$ cat src/rtl/sram_march_bist.sv
// March C- self-test initiator for a single-port synchronous SRAM with registered read data.
// Optional MBIST_ABORT_ON_FAIL_EN: stop the run on the first mismatch instead of finishing it.
module sram_march_bist #(
  parameter int ADDR_WIDTH = 4,
  parameter int WORD_DEPTH = 16,
  parameter int WORD_WIDTH = 8
) (
  input  logic                  clk,
  input  logic                  rst_n,
  input  logic                  start,
  output logic                  busy,
  output logic                  done,
  output logic                  fail,
  output logic [ADDR_WIDTH-1:0] fail_addr,
  output logic [2:0]            fail_elem,
  output logic                  mem_we,
  output logic [ADDR_WIDTH-1:0] mem_addr,
  output logic [WORD_WIDTH-1:0] mem_din,
  input  logic [WORD_WIDTH-1:0] mem_dout
);

  localparam logic [ADDR_WIDTH-1:0] LAST_ADDR = ADDR_WIDTH'(WORD_DEPTH - 1);
  localparam logic [WORD_WIDTH-1:0] D0 = '0;
  localparam logic [WORD_WIDTH-1:0] D1 = '1;

  typedef enum logic [1:0] {IDLE, RUN, DRAIN, DONE} state_t;

  state_t                state_reg, state_next;
  logic [2:0]            elem_reg, elem_next;
  logic [ADDR_WIDTH-1:0] addr_reg, addr_next;
  logic                  phase_reg, phase_next;

  // Sequencer output for the current cycle; it reaches the SRAM pins one edge later.
  logic                  op_wr, op_rd;
  logic [WORD_WIDTH-1:0] op_data, op_exp;
  logic                  descending, last_addr, paired;

  // Read staging aligned with the SRAM pins, then the compare register aligned with mem_dout.
  logic                  rd_pend_reg;
  logic [WORD_WIDTH-1:0] rd_exp_reg;
  logic [2:0]            rd_elem_reg;
  logic                  cmp_valid_reg;
  logic [WORD_WIDTH-1:0] cmp_exp_reg;
  logic [ADDR_WIDTH-1:0] cmp_addr_reg;
  logic [2:0]            cmp_elem_reg;

  logic mismatch, set_fail, abort, bus_wr, bus_rd;

  assign mismatch = cmp_valid_reg && (mem_dout != cmp_exp_reg);
  assign set_fail = mismatch && !fail;

`ifdef MBIST_ABORT_ON_FAIL_EN
  assign abort = set_fail && ((state_reg == RUN) || (state_reg == DRAIN));
`else
  assign abort = 1'b0;
`endif

  assign bus_wr = op_wr && !abort;
  assign bus_rd = op_rd && !abort;

  always_comb begin
    state_next = state_reg;
    elem_next  = elem_reg;
    addr_next  = addr_reg;
    phase_next = phase_reg;
    op_wr      = 1'b0;
    op_rd      = 1'b0;
    op_data    = D0;
    op_exp     = D0;
    descending = (elem_reg == 3'd3) || (elem_reg == 3'd4);
    last_addr  = descending ? (addr_reg == '0) : (addr_reg == LAST_ADDR);
    paired     = (elem_reg >= 3'd1) && (elem_reg <= 3'd4);

    case (state_reg)
      IDLE: begin
        elem_next  = 3'd0;
        addr_next  = '0;
        phase_next = 1'b0;
        if (start) state_next = RUN;
      end
      RUN: begin
        if (paired && !phase_reg) begin
          op_rd      = 1'b1;
          op_exp     = ((elem_reg == 3'd2) || (elem_reg == 3'd4)) ? D1 : D0;
          phase_next = 1'b1;
        end else begin
          if (elem_reg == 3'd5) begin
            op_rd  = 1'b1;
            op_exp = D0;
          end else begin
            op_wr   = 1'b1;
            op_data = ((elem_reg == 3'd1) || (elem_reg == 3'd3)) ? D1 : D0;
          end
          phase_next = 1'b0;
          if (last_addr) begin
            if (elem_reg == 3'd5) begin
              state_next = DRAIN;
            end else begin
              elem_next = elem_reg + 3'd1;
              // E3 and E4 walk downward, so they start at the top address.
              addr_next = ((elem_reg == 3'd2) || (elem_reg == 3'd3)) ? LAST_ADDR : '0;
            end
          end else begin
            addr_next = descending ? addr_reg - ADDR_WIDTH'(1) : addr_reg + ADDR_WIDTH'(1);
          end
        end
        if (abort) state_next = DONE;
      end
      DRAIN:   state_next = DONE;
      DONE:    state_next = IDLE;
      default: state_next = IDLE;
    endcase
  end

  always_ff @(posedge clk) begin
    if (!rst_n) begin
      state_reg     <= IDLE;
      elem_reg      <= 3'd0;
      addr_reg      <= '0;
      phase_reg     <= 1'b0;
      busy          <= 1'b0;
      done          <= 1'b0;
      fail          <= 1'b0;
      fail_addr     <= '0;
      fail_elem     <= 3'd0;
      mem_we        <= 1'b1;
      mem_addr      <= '0;
      mem_din       <= '0;
      rd_pend_reg   <= 1'b0;
      rd_exp_reg    <= '0;
      rd_elem_reg   <= 3'd0;
      cmp_valid_reg <= 1'b0;
      cmp_exp_reg   <= '0;
      cmp_addr_reg  <= '0;
      cmp_elem_reg  <= 3'd0;
    end else begin
      state_reg <= state_next;
      elem_reg  <= elem_next;
      addr_reg  <= addr_next;
      phase_reg <= phase_next;

      busy <= ((state_reg == RUN) || (state_reg == DRAIN)) && !abort;
      done <= (state_reg == DONE);

      mem_we   <= !bus_wr;
      mem_addr <= (bus_wr || bus_rd) ? addr_reg : '0;
      mem_din  <= bus_wr ? op_data : D0;

      rd_pend_reg   <= bus_rd;
      rd_exp_reg    <= op_exp;
      rd_elem_reg   <= elem_reg;
      cmp_valid_reg <= rd_pend_reg;
      cmp_exp_reg   <= rd_exp_reg;
      cmp_addr_reg  <= mem_addr;
      cmp_elem_reg  <= rd_elem_reg;

      if ((state_reg == IDLE) && start) begin
        fail      <= 1'b0;
        fail_addr <= '0;
        fail_elem <= 3'd0;
      end else if (set_fail) begin
        fail      <= 1'b1;
        fail_addr <= cmp_addr_reg;
        fail_elem <= cmp_elem_reg;
      end
    end
  end

endmodule

$ cat config.mk
export PLATFORM = sky130hd
export DESIGN_NAME = sram_march_bist
export DESIGN_NICKNAME = d
export VERILOG_FILES = /design/src/rtl/sram_march_bist.sv
export SDC_FILE = /design/constraint.sdc
export NUM_CORES = 1
export LEC_CHECK = 0
export ABC_AREA = 1
export BUFFER_PORTS_ARGS = -buffer_cell sky130_fd_sc_hd__buf_2
export CAP_MARGIN = 40
export CORE_ASPECT_RATIO = 2
export CORE_MARGIN = 2
export CORE_UTILIZATION = 55
export DETAILED_ROUTE_END_ITERATION = 10
export HOLD_SLACK_MARGIN = 0.02
export PLACE_DENSITY = 0.78
export SLEW_MARGIN = 20
export SYNTH_ARGS = -nofsm -noshare
export SYNTH_HDL_FRONTEND = slang
export SYNTH_SLANG_ARGS = --single-unit
export TNS_END_PERCENT = 20
$ cat constraint.sdc
create_clock -name clk -period 2 [get_ports clk]
set_input_delay 0.5 -clock clk [delete_from_list [all_inputs] [get_ports clk]]
set_output_delay 0.5 -clock clk [all_outputs]
set_load 0.02 [all_outputs]
---- After elaboration in Yosys (flattened, before gate mapping) ----
Index checks and enable logic that the tools add are counted.
word-level totals
  logic and storage cells ................. 93
  bits in registers ....................... 61
  input port bits ......................... 11
  output and inout port bits .............. 23
cells by class
  reduce and logical (&&, ||, !) cells .... 24
  bitwise gates (word level) .............. 3
  muxes and demuxes ....................... 26
  add/sub/neg operators ................... 3
  $lt $le $gt $ge ......................... 2
  equality and inequality tests ........... 16
operator list
  kind                                                                 count
  4-bit 2-to-1 mux                                                     5
  8-bit 2-to-1 mux                                                     2
  2-bit != test (second input constant)                                5
  3-bit 2-to-1 mux                                                     3
  1-bit 2-to-1 mux                                                     8
  2-bit 2-to-1 mux                                                     4
  8-bit != test                                                        1
  2-bit case mux with 4 select lines                                   1
  4-bit case mux with 2 select lines                                   1
  4-bit AND reduction                                                  2
  3-bit by 2-bit == test with 1-bit output (second input constant)     2
  3-bit == test (second input constant)                                2
  1-bit logical OR                                                     6
  3-bit case mux with 2 select lines                                   1
  3-bit AND reduction                                                  2
  1-bit logical AND                                                    5
  5-bit OR reduction                                                   1
  4-bit by 1-bit adder with 4-bit output (second input constant)       1
  2-bit == test (second input constant)                                2
  4-bit == test (second input constant)                                1
  4-bit logical NOT                                                    1
  4-bit by 1-bit subtractor with 4-bit output (second input constant)  1
  3-bit by 1-bit adder with 3-bit output (second input constant)       1
  3-bit by 1-bit == test with 1-bit output (second input constant)     1
  other kinds (11)                                                     15

---- Longest topological paths before layout ----
  word-level depth ........................ 7
  depth in mapped cells ................... 13
  depth with buffers taken out ............ 13

---- Least setup slack after synthesis ----
OpenSTA, ideal clock, no wires.
  path kind ............................... register to register
  from .................................... register elem_reg[1]
  to ...................................... register addr_reg[3]
  library setup time ...................... 0.070 ns
  setup slack ............................. 0.282 ns
  path buffers ............................ 0
  cell stages (with the launch flop) ...... 13
  arrival ................................. 1.648 ns
  data required time ...................... 1.930 ns
  period minus slack after synthesis ...... 1.718 ns
  cells stage by stage .................... dfxtp_1 > inv_1 > ha_1 > nand2_2 > nand2_4 > ha_1 > nand3_1 > nand3_1 > inv_1 > nand2_1 > nand3_1 > nand3_1 > a21oi_1
on the way
  word-level cells in the longest chain between the ends .. 7
  elaborated cells on any way between the ends .. 20
  those cells by class .................... 2 x order compare; 6 x eq/ne; 7 x mux; 5 x reduce/logical
ends and longest elaborated chain
  item                                                                line     text
  from (decl)                                                         29       logic [2:0] elem_reg, elem_next;
  from (signal assigned)                                              138      elem_reg <= elem_next;
  3-bit by 2-bit == test with 1-bit output, on equally long branches  101, 70
  1-bit logical OR                                                    101      addr_next = ((elem_reg == 3'd2) || (elem_reg == 3'd3)) ? LAST_ADDR : '0;
  4-bit 2-to-1 mux                                                    101
  4-bit 2-to-1 mux                                                    96       if (elem_reg == 3'd5) begin
  4-bit 2-to-1 mux                                                    95       if (last_addr) begin
  4-bit 2-to-1 mux                                                    82       if (paired && !phase_reg) begin
  4-bit case mux with 2 select lines                                  74       case (state_reg)
  to (signal assigned)                                                139      addr_reg <= addr_next;
  to (decl)                                                           30       logic [ADDR_WIDTH-1:0] addr_reg, addr_next;
Parallel ways exist; a longest one is shown, timed or not. The select of a mux whose other input is x is not followed.
A chain may end at the register's enable or synchronous reset.

---- Worst setup path after layout ----
  from .................................... register elem_reg[0]
  to ...................................... register addr_reg[3]
The elaborated chain is that of the path after synthesis.

==> metrics.log <==
INFO  metric worstMarginPinSlew = 0.535 ns
INFO  metric clkLatencyLatePin = 0.29 ns
INFO  metric dpl-instance-area = 2130 sq um
INFO  metric final_core_utilization = 66.2%
INFO  metric crit_arrival = around 2.1 ns
INFO  metric worstHoldStart = rd_exp_reg[6]$_SDFF_PN0_
INFO  metric synth.distinct_cells = 32
INFO  metric dp_worst_setup_slack = ~0.098 ns
INFO  metric dieArea = 4110 sq um
INFO  metric stdcell_area = approximately 2300 sq um
INFO  metric syn_to_final_growth = 14.7%
INFO  metric cells_after_synthesis = 257
INFO  metric grt_max_degree = 22
INFO  metric rr_worst_depth = 12
INFO  metric final_hold_viol_count = 0
INFO  metric via_count_normalized_by_instance_count = 4.87
INFO  metric coreArea = 3420 sq um
INFO  metric clockBufferDepth = 2
INFO  metric grt_setup_unrepaired = false
INFO  metric grtUsageTotal = 21.8%
INFO  metric floorplan.initialDensity = 57.7%
INFO  metric final.min_clock_period = 1.85 ns
INFO  metric criticalPathCategory = reg2reg
INFO  metric first_global_vias = 1596
INFO  metric timing.critical_path.slowest_cell_delay = 0.37 ns
INFO  metric timing.hold.worst.class = reg2reg
INFO  metric vdd_drop_max = 0.737 mV
INFO  metric post_cts.resized_instances = 0
INFO  metric critPathMaxFanout = 5
INFO  metric drt-initial-drc-count = 31
INFO  metric total_congestion_overflow = 0
INFO  metric cts_hold_repair_buffers = 0
INFO  metric total_design_power = 2.84 mW
INFO  metric ios = 34
INFO  metric dp.final_hpwl = 2900 um
INFO  metric grt_pass1_wl = 6360 um
INFO  metric final.setup_skew = 0.00365 ns
INFO  metric report.final.setup_viol = 0
INFO  metric timing.hold.worst_path_depth = 2
INFO  metric tcrit_tclk_final = ~92%
INFO  metric tritoncts = done
INFO  metric die_y = 88.7 um
INFO  metric worstReg2RegEnd = addr_reg[3]$_SDFFE_PN0P_
INFO  metric gpl.final_weighted_congestion = approximately 0.90
INFO  metric worstReg2RegStart = elem_reg[0]$_SDFFE_PN0P_
INFO  metric post-cts-setup-buffers = 0
INFO  metric dominantRegCellSynth = sky130_fd_sc_hd__dfxtp_1
INFO  metric async_flop_share = 0%
INFO  metric crit_required = 2.22 ns
INFO  metric initial_antenna_violation_count = 0
INFO  metric timing_max_transition_violations_final = 0
INFO  metric antenna_cells_inserted = 0
INFO  metric cts-buffers-inserted = 5
INFO  metric placed_cells_incl_taps = 328
INFO  metric clk_pin_slew = 0.07 ns
INFO  metric routed_wire_length_per_instance = 11.6 um
INFO  metric worstSetupEndpointType = register
INFO  metric final.hold.worst_slack = about 0.41 ns
INFO  metric htreeDepth = 2
INFO  metric fraction_of_the_yosys_area_taken_by_sequential_cells = 40.6%
INFO  metric syn_area_per_cell = 7.67 sq um
INFO  metric detail-route-antenna-nets = 0
INFO  metric ctsRootBufferMaster = sky130_fd_sc_hd__clkbuf_8
INFO  metric nets = slightly above 300
INFO  metric achievable-frequency = 542 MHz
INFO  metric instances_no_fill = 335
INFO  metric crit_chain = inv_1, ha_1, nand2_2, nand2_4, ha_1, nand3_1, nand3_1, inv_1, nand2_1, nand3_1, nand3_1, a21oi_1
INFO  metric vias = 1632
INFO  metric floorplan.die.width = 46.3 um
INFO  metric final_critical_path_setup_slack = 0.154 ns
INFO  metric ys_ff_latch = 40
INFO  metric post_synth_instance_area = around 2000 sq um
INFO  metric timing.reg2reg.setup_slack = 0.15 ns
INFO  metric min_to = cmp_exp_reg[6]$_SDFF_PN0_
INFO  metric drive_above_1_share = 24.0%
INFO  metric first_pass_iters = 4
INFO  metric timing.critical_path.from_type = register
INFO  metric clock-sinks = 40
INFO  metric power-per-cell-area = 1260 nW/um^2
INFO  metric core.rowCount = 30
INFO  metric synth.net_count = around 280
INFO  metric status = finished clean
INFO  metric fin_tns_setup = 0 ns
INFO  metric maxCapViolations = 0
INFO  metric synth-edff-count = 0
INFO  metric synthesis.yosys.warnings = 0
INFO  metric numPortBuffers = 33
INFO  metric crit_slowest_cell = sky130_fd_sc_hd__dfxtp_2
INFO  metric leakagePower = 1.18 nW
INFO  metric wirelength = 3870 um
INFO  metric timing.max_slew.rel_slack = between 60% and 70%
INFO  metric remaining_drc_errors = 0
INFO  metric cp_common_cell = sky130_fd_sc_hd__nand3_1
## worst max-delay path: cells and delay by family (launching register included)
kind	cells	cell delay (ns)
flip-flops	1	0.37
AND/OR/NAND/NOR	7	0.55
adder cells (fa/ha/maj)	2	0.55
buffers and inverters	2	0.17
AO/OA/AOI/OAI	1	0.13
## power breakdown
part	internal [mW]	leakage (nW)	total [mW]	switching [mW]
logic	0.379	0.787	1.09	0.707
clock network	0.491	0.0642	0.756	0.265
registers	0.904	0.325	1.00	0.0954
total	1.77	1.18	2.84	1.07
## synth_stat cells (2+ instances only)
cell type	n	area, sq um
sky130_fd_sc_hd__a21oi_1	8	40.0
sky130_fd_sc_hd__buf_2	2	10.0
sky130_fd_sc_hd__buf_4	7	52.6
sky130_fd_sc_hd__dfxtp_1	40	801
sky130_fd_sc_hd__ha_1	12	150
sky130_fd_sc_hd__inv_1	39	146
sky130_fd_sc_hd__inv_2	3	11.3
sky130_fd_sc_hd__nand2_1	52	195
sky130_fd_sc_hd__nand2_2	7	43.8
sky130_fd_sc_hd__nand2_4	5	56.3
sky130_fd_sc_hd__nand3_1	13	65.1
sky130_fd_sc_hd__nand4_1	3	18.8
sky130_fd_sc_hd__nor2_1	39	146
sky130_fd_sc_hd__nor2_2	2	12.5
sky130_fd_sc_hd__nor3_1	3	15.0
sky130_fd_sc_hd__o21ai_0	6	30.0
## cell type report
cell class | instances | area [sq um]
Sequential cell | 40 | 803
Clock inverter | 2 | 60.1
Timing Repair Buffer | 34 | 173
Clock buffer | 5 | 68.8
Tap cell | 48 | 60.1
Inverter | 44 | 175
Fill cell | 303 | 1150
Multi-Input combinational cell | 162 | 921
## worst max path at each step
stage / start / endpoint / slack [ns] / cells after the start
after detailed placement: elem_reg[1]$_SDFFE_PN0P_ / addr_reg[3]$_SDFFE_PN0P_ / 0.1 / 12
after global placement: elem_reg[1]$_SDFFE_PN0P_ / addr_reg[3]$_SDFFE_PN0P_ / 0.21 / 12
after floorplan: elem_reg[1]$_SDFFE_PN0P_ / addr_reg[3]$_SDFFE_PN0P_ / 0.28 / 12
after CTS: elem_reg[1]$_SDFFE_PN0P_ / addr_reg[3]$_SDFFE_PN0P_ / 0.07 / 12
final: elem_reg[0]$_SDFFE_PN0P_ / addr_reg[3]$_SDFFE_PN0P_ / 0.15 / 12
after global routing: elem_reg[0]$_SDFFE_PN0P_ / addr_reg[3]$_SDFFE_PN0P_ / 0.02 / 12
## placed cells by master (no fill, tap or decap), types with 2 or more instances in the layout
master / synthesis / layout
sky130_fd_sc_hd__a21oi_1: 8 / 8
sky130_fd_sc_hd__buf_2: 2 / 33
sky130_fd_sc_hd__bufinv_16: 0 / 2
sky130_fd_sc_hd__clkbuf_8: 0 / 5
sky130_fd_sc_hd__dfxtp_1: 40 / 38
sky130_fd_sc_hd__dfxtp_2: 0 / 2
sky130_fd_sc_hd__ha_1: 12 / 11
sky130_fd_sc_hd__inv_1: 39 / 38
sky130_fd_sc_hd__inv_2: 3 / 4
sky130_fd_sc_hd__nand2_1: 52 / 52
sky130_fd_sc_hd__nand2_2: 7 / 7
sky130_fd_sc_hd__nand2_4: 5 / 5
sky130_fd_sc_hd__nand3_1: 13 / 13
sky130_fd_sc_hd__nand4_1: 3 / 3
sky130_fd_sc_hd__nor2_1: 39 / 39
sky130_fd_sc_hd__nor2_2: 2 / 2
sky130_fd_sc_hd__nor3_1: 3 / 3
sky130_fd_sc_hd__o21ai_0: 6 / 6
## logic make-up after synthesis
family / count (synthesis) / share of synthesized area [%]
XOR/XNOR: 1 / 0.444
multiplexers: 1 / 0.508
adder cells (fa/ha/maj): 13 / 8.63
AO/OA/AOI/OAI: 17 / 4.70
AND/OR/NAND/NOR: 130 / 32.3
buffers and inverters: 55 / 12.8
flip-flops: 40 / 40.6
## per-layer routing
layer | vias to the layer above | track usage (%) | part of all wire, %
met5 | - | 0 | 0
met4 | 0 | 15.6 | 4.8
met3 | 18 | 4.90 | 4.3
met2 | 55 | 41.7 | 57
met1 | 723 | 17.5 | 34
li1 | 836 | - | -
(Power assumes the default switching activity.)
